$ cat src/rtl/div_unit.sv
// Multi-cycle radix-2 restoring divider (signed/unsigned), result = {remainder, quotient}.
// Optional `DIV_EARLY_OUT_EN` adds a two-edge shortcut when |dividend| < |divisor|.
module div_unit #(
    parameter int DATA_W = 32
) (
    input  logic                  clk,
    input  logic                  rst,
    input  logic                  signed_div_i,
    input  logic [DATA_W-1:0]     opdata1_i,
    input  logic [DATA_W-1:0]     opdata2_i,
    input  logic                  start_i,
    input  logic                  annul_i,
    output logic [2*DATA_W-1:0]   result_o,
    output logic                  ready_o
);

    localparam int CNT_W  = $clog2(DATA_W + 1);
    localparam int WORK_W = 2 * DATA_W + 1;

`ifdef DIV_EARLY_OUT_EN
    typedef enum logic [2:0] {S_FREE, S_DIVZERO, S_ON, S_EARLY, S_END} state_t;
`else
    typedef enum logic [2:0] {S_FREE, S_DIVZERO, S_ON, S_END} state_t;
`endif

    state_t                state_q, state_d;
    logic [CNT_W-1:0]      cnt_q;
    logic [DATA_W-1:0]     divisor_q;
    logic [WORK_W-1:0]     work_q;
    logic                  neg_quot_q, neg_rem_q;
    logic [2*DATA_W-1:0]   result_q;
    logic                  ready_q;

    logic                  op1_neg, op2_neg;
    logic [DATA_W-1:0]     op1_mag, op2_mag;
    logic [WORK_W-1:0]     shifted, work_step;
    logic [DATA_W+1:0]     trial;
    logic [DATA_W-1:0]     quot_fix, rem_fix;
    logic                  cnt_done, go;
    logic                  load, step, ready_d;
    logic [2*DATA_W-1:0]   result_d;

    // Magnitudes; negating 0x80000000 yields 0x80000000, which is the correct unsigned magnitude.
    assign op1_neg = signed_div_i & opdata1_i[DATA_W-1];
    assign op2_neg = signed_div_i & opdata2_i[DATA_W-1];
    assign op1_mag = op1_neg ? -opdata1_i : opdata1_i;
    assign op2_mag = op2_neg ? -opdata2_i : opdata2_i;

    assign go       = start_i & ~annul_i;
    assign cnt_done = (cnt_q == CNT_W'(DATA_W));

    // One restoring step: the shifted-in quotient bit is 1 when the trial subtraction does not borrow.
    assign shifted   = {work_q[WORK_W-2:0], 1'b0};
    assign trial     = {1'b0, shifted[WORK_W-1:DATA_W]} - {2'b00, divisor_q};
    assign work_step = trial[DATA_W+1] ? shifted
                                       : {trial[DATA_W:0], shifted[DATA_W-1:1], 1'b1};

    assign quot_fix = neg_quot_q ? -work_q[DATA_W-1:0] : work_q[DATA_W-1:0];
    assign rem_fix  = neg_rem_q  ? -work_q[2*DATA_W-1:DATA_W] : work_q[2*DATA_W-1:DATA_W];

    // State register
    always_ff @(posedge clk or posedge rst) begin
        if (rst) begin
            state_q <= S_FREE;
        end else begin
            state_q <= state_d;
        end
    end

    // Next-state logic
    always_comb begin
        // NOTE: every combinational output gets a default first, so no path can infer a latch.
        state_d = state_q;
        unique case (state_q)
            S_FREE: begin
                if (go) begin
                    if (opdata2_i == '0) begin
                        state_d = S_DIVZERO;
                    end else begin
`ifdef DIV_EARLY_OUT_EN
                        state_d = (op1_mag < op2_mag) ? S_EARLY : S_ON;
`else
                        state_d = S_ON;
`endif
                    end
                end
            end
            S_DIVZERO: state_d = S_END;
            S_ON: begin
                if (annul_i) begin
                    state_d = S_FREE;
                end else if (cnt_done) begin
                    state_d = S_END;
                end
            end
`ifdef DIV_EARLY_OUT_EN
            S_EARLY: state_d = annul_i ? S_FREE : S_END;
`endif
            S_END: begin
                if (!start_i) begin
                    state_d = S_FREE;
                end
            end
            default: state_d = S_FREE;
        endcase
    end

    // Output / datapath control
    always_comb begin
        load     = 1'b0;
        step     = 1'b0;
        ready_d  = 1'b0;
        result_d = '0;
        unique case (state_q)
            S_FREE: load = go & (opdata2_i != '0);
            S_ON: begin
                if (!annul_i) begin
                    if (cnt_done) begin
                        result_d = {rem_fix, quot_fix};
                        ready_d  = 1'b1;
                    end else begin
                        step = 1'b1;
                    end
                end
            end
`ifdef DIV_EARLY_OUT_EN
            // The latched dividend magnitude is the whole remainder; neg_rem restores its sign.
            S_EARLY: begin
                if (!annul_i) begin
                    result_d = {(neg_rem_q ? -work_q[DATA_W-1:0] : work_q[DATA_W-1:0]),
                                {DATA_W{1'b0}}};
                    ready_d  = 1'b1;
                end
            end
`endif
            S_END: begin
                if (start_i) begin
                    result_d = result_q;
                    ready_d  = 1'b1;
                end
            end
            default: begin
                result_d = '0;
                ready_d  = 1'b0;
            end
        endcase
    end

    // Datapath and registered outputs
    always_ff @(posedge clk or posedge rst) begin
        // NOTE: the async reset clears every datapath register too, so a mid-division reset leaves nothing stale.
        if (rst) begin
            cnt_q      <= '0;
            divisor_q  <= '0;
            work_q     <= '0;
            neg_quot_q <= 1'b0;
            neg_rem_q  <= 1'b0;
            result_q   <= '0;
            ready_q    <= 1'b0;
        end else begin
            // NOTE: sequential state uses non-blocking assignments so all registers update together.
            if (load) begin
                cnt_q      <= '0;
                divisor_q  <= op2_mag;
                work_q     <= {{(DATA_W+1){1'b0}}, op1_mag};
                neg_quot_q <= op1_neg ^ op2_neg;
                neg_rem_q  <= op1_neg;
            end else if (step) begin
                cnt_q  <= cnt_q + CNT_W'(1);
                work_q <= work_step;
            end
            result_q <= result_d;
            ready_q  <= ready_d;
        end
    end

    assign result_o = result_q;
    assign ready_o  = ready_q;

endmodule

$ cat config.mk
export PLATFORM = sky130hd
export DESIGN_NAME = div_unit
export DESIGN_NICKNAME = d
export VERILOG_FILES = /design/src/rtl/div_unit.sv
export SDC_FILE = /design/constraint.sdc
export NUM_CORES = 1
export LEC_CHECK = 0
export ABC_AREA = 1
export BUFFER_PORTS_ARGS = -buffer_cell sky130_fd_sc_hd__buf_2
export CAP_MARGIN = 20
export CORE_MARGIN = 10
export CORE_UTILIZATION = 40
export DETAILED_ROUTE_END_ITERATION = 7
export PLACE_DENSITY_LB_ADDON = 0.2
export SYNTH_ARGS = -nofsm -noshare
export SYNTH_HDL_FRONTEND = slang
export SYNTH_SLANG_ARGS = --single-unit
$ cat constraint.sdc
create_clock -name clk -period 4.85 [get_ports clk]
set_input_delay 0.485 -clock clk [delete_from_list [all_inputs] [get_ports clk]]
set_output_delay 0.485 -clock clk [all_outputs]
set_load 0.005 [all_outputs]
* Word level (Yosys, flattened, before mapping)
Cells that the tools add are included.
Cells by class: reduce and logical (&&, ||, !) cells 5, add/subtract/negate cells 6, shift-type cells 0, multiplexer cells 27, multiply operators 0, divide/modulo/power cells 0, bitwise gates (word level) 6, equality and inequality tests 7, magnitude comparators 0
Operators with widths (number):
- 64-bit two-way mux | 6
- 32-bit two-way mux | 4
- 32-bit negator | 4
- 64-bit one-hot mux with 2 select lines | 1
- 33-bit by 32-bit subtractor with 34-bit output | 1
- 32-bit zero test | 1
- 32-bit nonzero test | 1
- 3-bit two-way mux | 4
- 6-bit two-way mux | 2
- 3-bit one-hot mux with 4 select lines | 1
- 1-bit two-way mux | 7
- 6-bit by 1-bit adder with 6-bit output, second input constant | 1
- 3-bit by 2-bit == test with 1-bit output, second input constant | 2
- 6-bit == test, second input constant | 1
- 1-bit bitwise AND | 4
- 2-bit != test, second input constant | 2
- 3-bit by 1-bit == test with 1-bit output, second input constant | 1
- 3-bit zero test | 1
- 3-bit != test, second input constant | 1
- 3-bit AND reduction | 1
- 2-bit two-way mux | 1
- 1-bit one-hot mux with 2 select lines | 1
- 2-bit nonzero test | 1
- 1-bit NOT | 1
- 1-bit bitwise XOR | 1
Word-level totals: logic and storage cells 59, bits in latches 0, memory bits (writable) 0, memories kept 0, memory bits (read-only) 0, bits in registers 172

* Logic depth before layout (Yosys ltp)
Gate-level depths: netlist of run 1.
depth after elaboration 6, mapped depth 18, depth with buffers taken out 18

* Least setup slack after synthesis of run 1
Ideal clock, no wire load.
kind flip-flop to flip-flop, from register work_q[31], to register work_q[48], library setup time 0.118 ns, cell stages (with the launch flop) 16, period minus slack after synthesis 2.017 ns, arrival 1.899 ns, setup slack 2.833 ns, path through dfrtp_1 inv_1 ha_1 inv_1 fa_1 nand2_1 inv_1 nand2_1 nand2_1 nand2_1 nand2_1 a21oi_1 xor2_1 nand2_1 nand3_1 nand2_1
On the way: word-level cells in the longest chain between the ends 4
Ends and longest elaborated chain:
- from (decl) | line 29 | logic [WORK_W-1:0] work_q;
- from (signal assigned) | line 165 | work_q <= {{(DATA_W+1){1'b0}}, op1_mag};
- from (signal assigned) | line 170 | work_q <= work_step;
- 33-bit by 32-bit subtractor with 34-bit output | line 54 | assign trial = {1'b0, shifted[WORK_W-1:DATA_W]} - {2'b00, divisor_q};
- 64-bit two-way mux | line 55 | assign work_step = trial[DATA_W+1] ? shifted
- 64-bit two-way mux | line 168 | end else if (step) begin
- 64-bit two-way mux | line 162 | if (load) begin
Every way passes these cells. The select of a mux whose other input is x is not followed. A chain may end at the register's enable or synchronous reset.

* Worst setup path after layout of run 1
from input port opdata2_i[0], to register work_q[25]
On the way: word-level cells in the longest chain between the ends 4
Ends and longest elaborated chain:
- from (decl) | line 10 | input logic [DATA_W-1:0] opdata2_i,
- 32-bit nonzero test * | line 115 | S_FREE: load = go & (opdata2_i != '0);
- 1-bit bitwise AND * | line 115
- 1-bit two-way mux * | line 114 | unique case (state_q)
- 64-bit two-way mux or 2-bit nonzero test (tied branches)
Every way passes the cells marked *; elsewhere a longest branch is shown, timed or not.

==> results_dict.tcl, run 1 <==
set metrics [dict create \
    post-route-min-period_ps 2960 \
    total_area_of_multi_input_combinational_cells_sq_um 7340 \
    yosysWarningCount 0 \
    design.final.nets 2232 \
    critical_path.startpoint_type "input pin" \
    wl_met2_um 19100 \
    fmax_ghz 0.338 \
    placeableCoreArea_sq_um 32500 \
    p_clk_frac 0.155 \
    viasPerCell 5.12 \
    detail-route-antenna-nets 0 \
    synth.net_count 2134 \
    cp_cell_sequence "buf_2 -> inv_1 -> ha_1 -> inv_1 -> nor3_2 -> nand4_1 -> nor2_2 -> nor2_2 -> nand2_4 -> nand2_4 -> inv_2 -> nand2_1 -> nand3_1" \
    grt_overflow_total 0 \
    layout_common_cells "nand2_1 (648), inv_1 (294), nand3_1 (218)" \
    netSwitchingFraction 0.525 \
    drt_first_pass_iters 5 \
    port_buffers 133 \
    timing.clock.skew_ps 14.3 \
    leading_cell_type_in_the_layout_fill_and_taps_excluded "nand2_1" \
    slowest_delay_ps 640 \
    clock_path_buffers 2 \
    max_slew.worst_pin.slew_ps 1040 \
    num_rows 66 \
    timing.critical_path.required_ps 5220 \
    tritoncts "yes" \
    yosys.area.top_type "dfrtp_1" \
    floorplan.die_area_sq_um 40400 \
    power.share.combinational 0.595 \
    post_synth_inst_count 2026 \
    setup_viol_count_final 0 \
    number_of_antenna_violations_at_the_first_check_in_global_routing 0 \
    cts.reportedPaths.clkPinSlew_ps 80 \
    cts.htree.levels 4 \
    post-route-cell-area_sq_um 14700 \
    power_report.internal_total_mw 4.37 \
    post_cts_resize_count 0 \
    cap_violations 0 \
    p_r_area_growth_vs_syn_pct 12.0 \
    post_route_cells_drive_above_1_share 0.113 \
    postCtsSetupBuffers 0 \
    cts-buffers-inserted 17 \
    run_status "completed" \
    yosysUniqueCellTypes 48 \
    dr_wl_met3_um 2280 \
    fraction_of_the_cycle_the_final_worst_path_needs 0.609 \
    synth_seq_area_share 0.327 \
    fin_setup_tns_ps 0 \
    finalPower_mw 9.19 \
    post_synth.cell_area_avg_sq_um 6.47 \
    clk-insertion-delay-late_ps 440 \
    report.final.slew_viol_count 0 \
    detailedRoute.firstIterationViolations 920 \
    hold_crit_path_type "input pin to async pin" \
    grt_first_pass_wirelength_um 69100 \
    critPathKind "input pin to flip-flop" \
    global_route.usage.total 0.211 \
    dp.final_hpwl_um 33600 \
    rsz0062_at_grt "false" \
    totalWireLength_um 43000 \
    worstSetupEndpointType "flip-flop" \
    synth.top_cells.by_area "dfrtp_1 (33%), nand2_1 (19%), inv_1 (8.5%), nand3_1 (8.3%), o21ai_0 (4.9%)" \
    leakagePower_nw 7.85 \
    maximum_number_of_pins_on_one_net_before_global_route_repair 172 \
    via_count 13200 \
    setup_ws_ps 1890 \
    place_area_sq_um 14100 \
    drc 0 \
    area.sequential_sq_um 4280 \
    synth_top_area_share 0.327 \
    antenna_cells 0 \
    worst_slew_margin_rel 0.304 \
    top_signal_layer_used "met4" \
    layout.filler_cells 3476 \
    power.ir.vdd_worst_v 0.000316 \
    critical_path_peak_fanout 59 \
    cellPowerDensity_nw_per_um2 626 \
    mappedNetlistArea_sq_um 13100 \
    wl_met1_um 20700 \
    place_ws_ps 1470 \
    synth_register_bits 171 \
    timing.final.hold_violations 0 \
    num_io_pins 134 \
    cts_root_buffer "clkbuf_16" \
    floorplan.die.height_um 201 \
    die_width_um 201 \
    worst_ep_arrival_time_ps 3330 \
    tritoncts_num_sinks 171 \
    start_util 0.404 \
    r2r_cells 10 \
    vias_in_the_first_global_route 12700 \
    cts-hold-fix-buffers 0 \
    net-switching-power_mw 4.83 \
    avgRoutedWirePerCell_um 16.7 \
    globalplace.congestion 0.918 \
    sequentialPowerShare 0.250 \
    timing.critical_path.slowest_stage_cell "inv_2" \
    layout.core_utilization 0.452 \
]
==> worst paths after layout <==
check | slack, ps | start | endpoint
worst max-delay path | 1890 | opdata2_i[0] | work_q[25]
worst min-delay path | 270 | rst | result_o[58]
worst max register to register | 2010 | work_q[60] | work_q[58]
worst min register to register | 470 | result_o[52] | result_o[52]
max in group asynchronous | 3790 | rst | divisor_q[8]
min in group clk | 330 | opdata1_i[0] | work_q[0]
==> power groups by stage <==
stage | registers [mW] | clock network, mW | logic, mW
after floorplan | 2.10 | 0 | 4.15
after global placement | 2.31 | 0 | 5.37
after detailed placement | 2.32 | 0 | 5.40
after CTS | 2.29 | 1.46 | 5.43
after global routing | 2.36 | 1.51 | 6.20
final | 2.30 | 1.42 | 5.47
==> state kept, by name (all words and copies together) (netlist names) <==
register	cells
neg_rem_q	1
state_q	2
result_o	64
neg_quot_q	1
cnt_q	6
work_q	64
divisor_q	32
ready_o	1
==> layout make-up <==
type                       instances  area share
clock buffer                      19      0.0302
clock inverter                    13      0.0109
inverter                         310      0.0795
multi-input combinational       1484       0.500
sequential                       171       0.292
tap                              442      0.0377
timing repair buffer             140      0.0498
==> logic make-up after synthesis <==
family          after synthesis  synth area share
simple gates               1126             0.364
flops                       171             0.327
buf+inv                     371             0.114
compound gates              259             0.117
xor+xnor                     60            0.0401
fa+ha+maj                    39            0.0378
==> worst max-delay path, delay by kind of cell <==
family                   cells  cell delay (ps)
AND/OR/NAND/NOR              8             1750
buffers and inverters        4              900
adder cells (fa/ha/maj)      1              170
==> Yosys cell counts, drive strengths merged <==
cell,n
a21o,1
a21oi,59
a22o,3
a31o,1
a31oi,2
a32o,3
and2,4
buf,40
clkbuf,21
clkinv,2
dfrtp,171
fa,1
ha,38
inv,308
nand2,657
nand3,221
nand3b,9
nand4,24
nor2,170
nor3,30
nor4,5
o211ai,23
o21a,2
o21ai,159
o21bai,2
o31ai,3
o41ai,1
or2,6
xnor2,17
xor2,43
==> per-layer routing <==
| layer | global-route usage | vias to the layer above |
|---|---|---|
| li1 | - | 6637 |
| met4 | 0.0630 | 0 |
| met2 | 0.329 | 371 |
| met1 | 0.296 | 6144 |
| met3 | 0.0300 | 43 |
| met5 | 0 | - |
==> through the flow <==
| step | hold slack, ps | instances |
|---|---|---|
| 2_1_floorplan | 449 | 2026 |
| 3_3_place_gp | 459 | 2547 |
| 3_5_place_dp | 460 | 2547 |
| 4_1_cts | 303 | 2579 |
| 5_1_grt | 342 | 2579 |
| 6_report | 267 | 2579 |
Note: power is estimated with default switching activity, not from simulation.
==> run 2, diff against run 1 <==
==> constraint.sdc (replaced) <==
create_clock -name clk -period 2.6 [get_ports clk]
set_input_delay 0.26 -clock clk [delete_from_list [all_inputs] [get_ports clk]]
set_output_delay 0.26 -clock clk [all_outputs]
set_load 0.005 [all_outputs]
==> results_dict.tcl, run 2 (same netlist as run 1, synthesis figures left out) <==
set metrics [dict create \
    detailedRoute.firstIterationViolations 1002 \
    dp.final_hpwl_um 35100 \
    hold_worst_slack_ps 108 \
    r2r_cells 18 \
    hold_crit_path_type "input pin to flip-flop" \
    die_width_um 201 \
    critical_path_depth 18 \
    run_status "completed" \
    maximum_number_of_pins_on_one_net_before_global_route_repair 65 \
    leakagePower_nw 7.99 \
    post-route-min-period_ps 2410 \
    layout_common_cells "nand2_1 (645), inv_1 (294), nand3_1 (218)" \
    slowest_delay_ps 420 \
    tritoncts_num_sinks 171 \
    worst_ep_arrival_time_ps 2750 \
    crit_family "simple AND/OR/NAND/NOR gates" \
    tritoncts "yes" \
    timing.critical_path.buf_inv 3 \
    antenna_cells 0 \
    power.ir.vdd_worst_v 0.000595 \
    cts.htree.levels 4 \
    place_area_sq_um 14400 \
    viasPerCell 5.06 \
    critical_path.startpoint_type "flip-flop" \
    timing.critical_path.slowest_stage_cell "dfrtp_1" \
    fraction_of_the_cycle_the_final_worst_path_needs 0.927 \
    final_cells 2608 \
    placeableCoreArea_sq_um 32500 \
    grt_overflow_total 0 \
    port_buffers 133 \
    floorplan.die_area_sq_um 40400 \
    postCtsSetupBuffers 0 \
    cts_root_buffer "clkbuf_16" \
    timing.final.hold_violations 0 \
    leading_cell_type_in_the_layout_fill_and_taps_excluded "nand2_1" \
    cp_cell_sequence "inv_1 -> ha_1 -> inv_1 -> fa_2 -> nand2_1 -> inv_1 -> nand2_1 -> nand2_2 -> nand2_1 -> nand2_1 -> nand2_1 -> nand2_1 -> nand2_1 -> nand2_1 -> nand2_1 -> nand3_1 -> nand2_1 -> nand2_1" \
    globalplace.congestion 0.979 \
    num_io_pins 134 \
    p_r_area_growth_vs_syn_pct 14.3 \
    post-route-cell-area_sq_um 15000 \
    crit_top_cell "nand2_1" \
    design.final.nets 2261 \
    max_slew.worst_pin.slew_ps 763 \
    number_of_antenna_violations_at_the_first_check_in_global_routing 0 \
    clock_path_buffers 2 \
    floorplan.die.height_um 201 \
    timing.clock.skew_ps 14.5 \
    num_rows 66 \
    worst_slew_margin_rel 0.490 \
    critPathKind "flip-flop to flip-flop" \
    place_inst 2574 \
    timing.critical_path.required_ps 2930 \
    cap_violations 0 \
    report.final.slew_viol_count 0 \
    drc 0 \
    critical_path_peak_fanout 4 \
    post_route_cells_drive_above_1_share 0.127 \
    grt_first_pass_wirelength_um 70400 \
    cts.reportedPaths.clkPinSlew_ps 70 \
    setup_viol_count_final 0 \
    detail-route-antenna-nets 0 \
    via_count 13200 \
    min_delay_path_depth 3 \
    worstSetupEndpointType "flip-flop" \
    cts-buffers-inserted 17 \
    start_util 0.404 \
    avgRoutedWirePerCell_um 16.9 \
    rsz0062_at_grt "false" \
    drt_first_pass_iters 5 \
    totalWireLength_um 44000 \
    clk-insertion-delay-late_ps 450 \
    layout.core_utilization 0.462 \
    cellPowerDensity_nw_per_um2 1160 \
    global_route.usage.total 0.216 \
    fmax_ghz 0.415 \
    vias_in_the_first_global_route 12800 \
]
==> run 2: changes by cell type in the layout (fill, tap and decap cells not counted), moves of 2 or more <==
| cell | previous run | this run |
|---|---|---|
| nand2_1 | 648 | 645 |
| bufinv_16 | 2 | 0 |
| inv_8 | 0 | 4 |
| clkinvlp_4 | 1 | 4 |
| buf_12 | 1 | 9 |
| clkinv_4 | 5 | 2 |
| buf_4 | 6 | 25 |
| nand2_2 | 5 | 8 |
==> run 2: path summary, 6_finish.rpt <==
path / start / end / slack [ps]
min in group asynchronous: rst / work_q[60] / 500
setup reg to reg: work_q[31] / work_q[62] / 190
hold / removal: opdata1_i[0] / work_q[0] / 110
setup / recovery: work_q[31] / work_q[62] / 190
max in group asynchronous: rst / work_q[51] / 1340
hold reg to reg: result_o[45] / result_o[45] / 470
==> run 2: tightest hold or removal path: cells and delay by family <==
family / cells / cell delay, ps
buffers and inverters: 1 / 120
AO/OA/AOI/OAI: 1 / 50
AND/OR/NAND/NOR: 1 / 70
==> run 2: area by class of cell <==
type	count	area (sq um)
fill	3445	17500
multi-input combinational	1484	7370
sequential	171	4280
inverter	310	1170
timing repair buffer	169	1050
tap	442	553
clock buffer	18	429
clock inverter	14	129
==> run 2: metrics by stage <==
stage / TNS [ps] / power [mW] / setup WS (ps)
2_1_floorplan: 0 / 11.7 / 157
3_3_place_gp: -2.12 / 14.7 / -2.12
3_5_place_dp: 0 / 14.7 / 53.2
4_1_cts: 0 / 17.3 / 37.2
5_1_grt: 0 / 19.0 / 2.80
6_report: 0 / 17.4 / 189
==> run 2: where the power goes <==
part / total, mW / switching, mW / internal (mW)
combinational: 10.7 / 7.13 / 3.60
clock: 2.46 / 1.20 / 1.27
sequential: 4.20 / 0.807 / 3.39
==> run 2: metal layers <==
layer	part of all wire	wire length [um]	track usage
met1	0.49	21800	0.307
met2	0.44	19500	0.338
met4	0.015	675	0.0525
met5	0	0	0
met3	0.045	2000	0.0281
==> run 2: what timing repair did <==
item	in CTS	in global routing
hold buffers	1	0
hold endpoints to repair	23	0
resized for setup	0	8
setup endpoints to repair	0	30
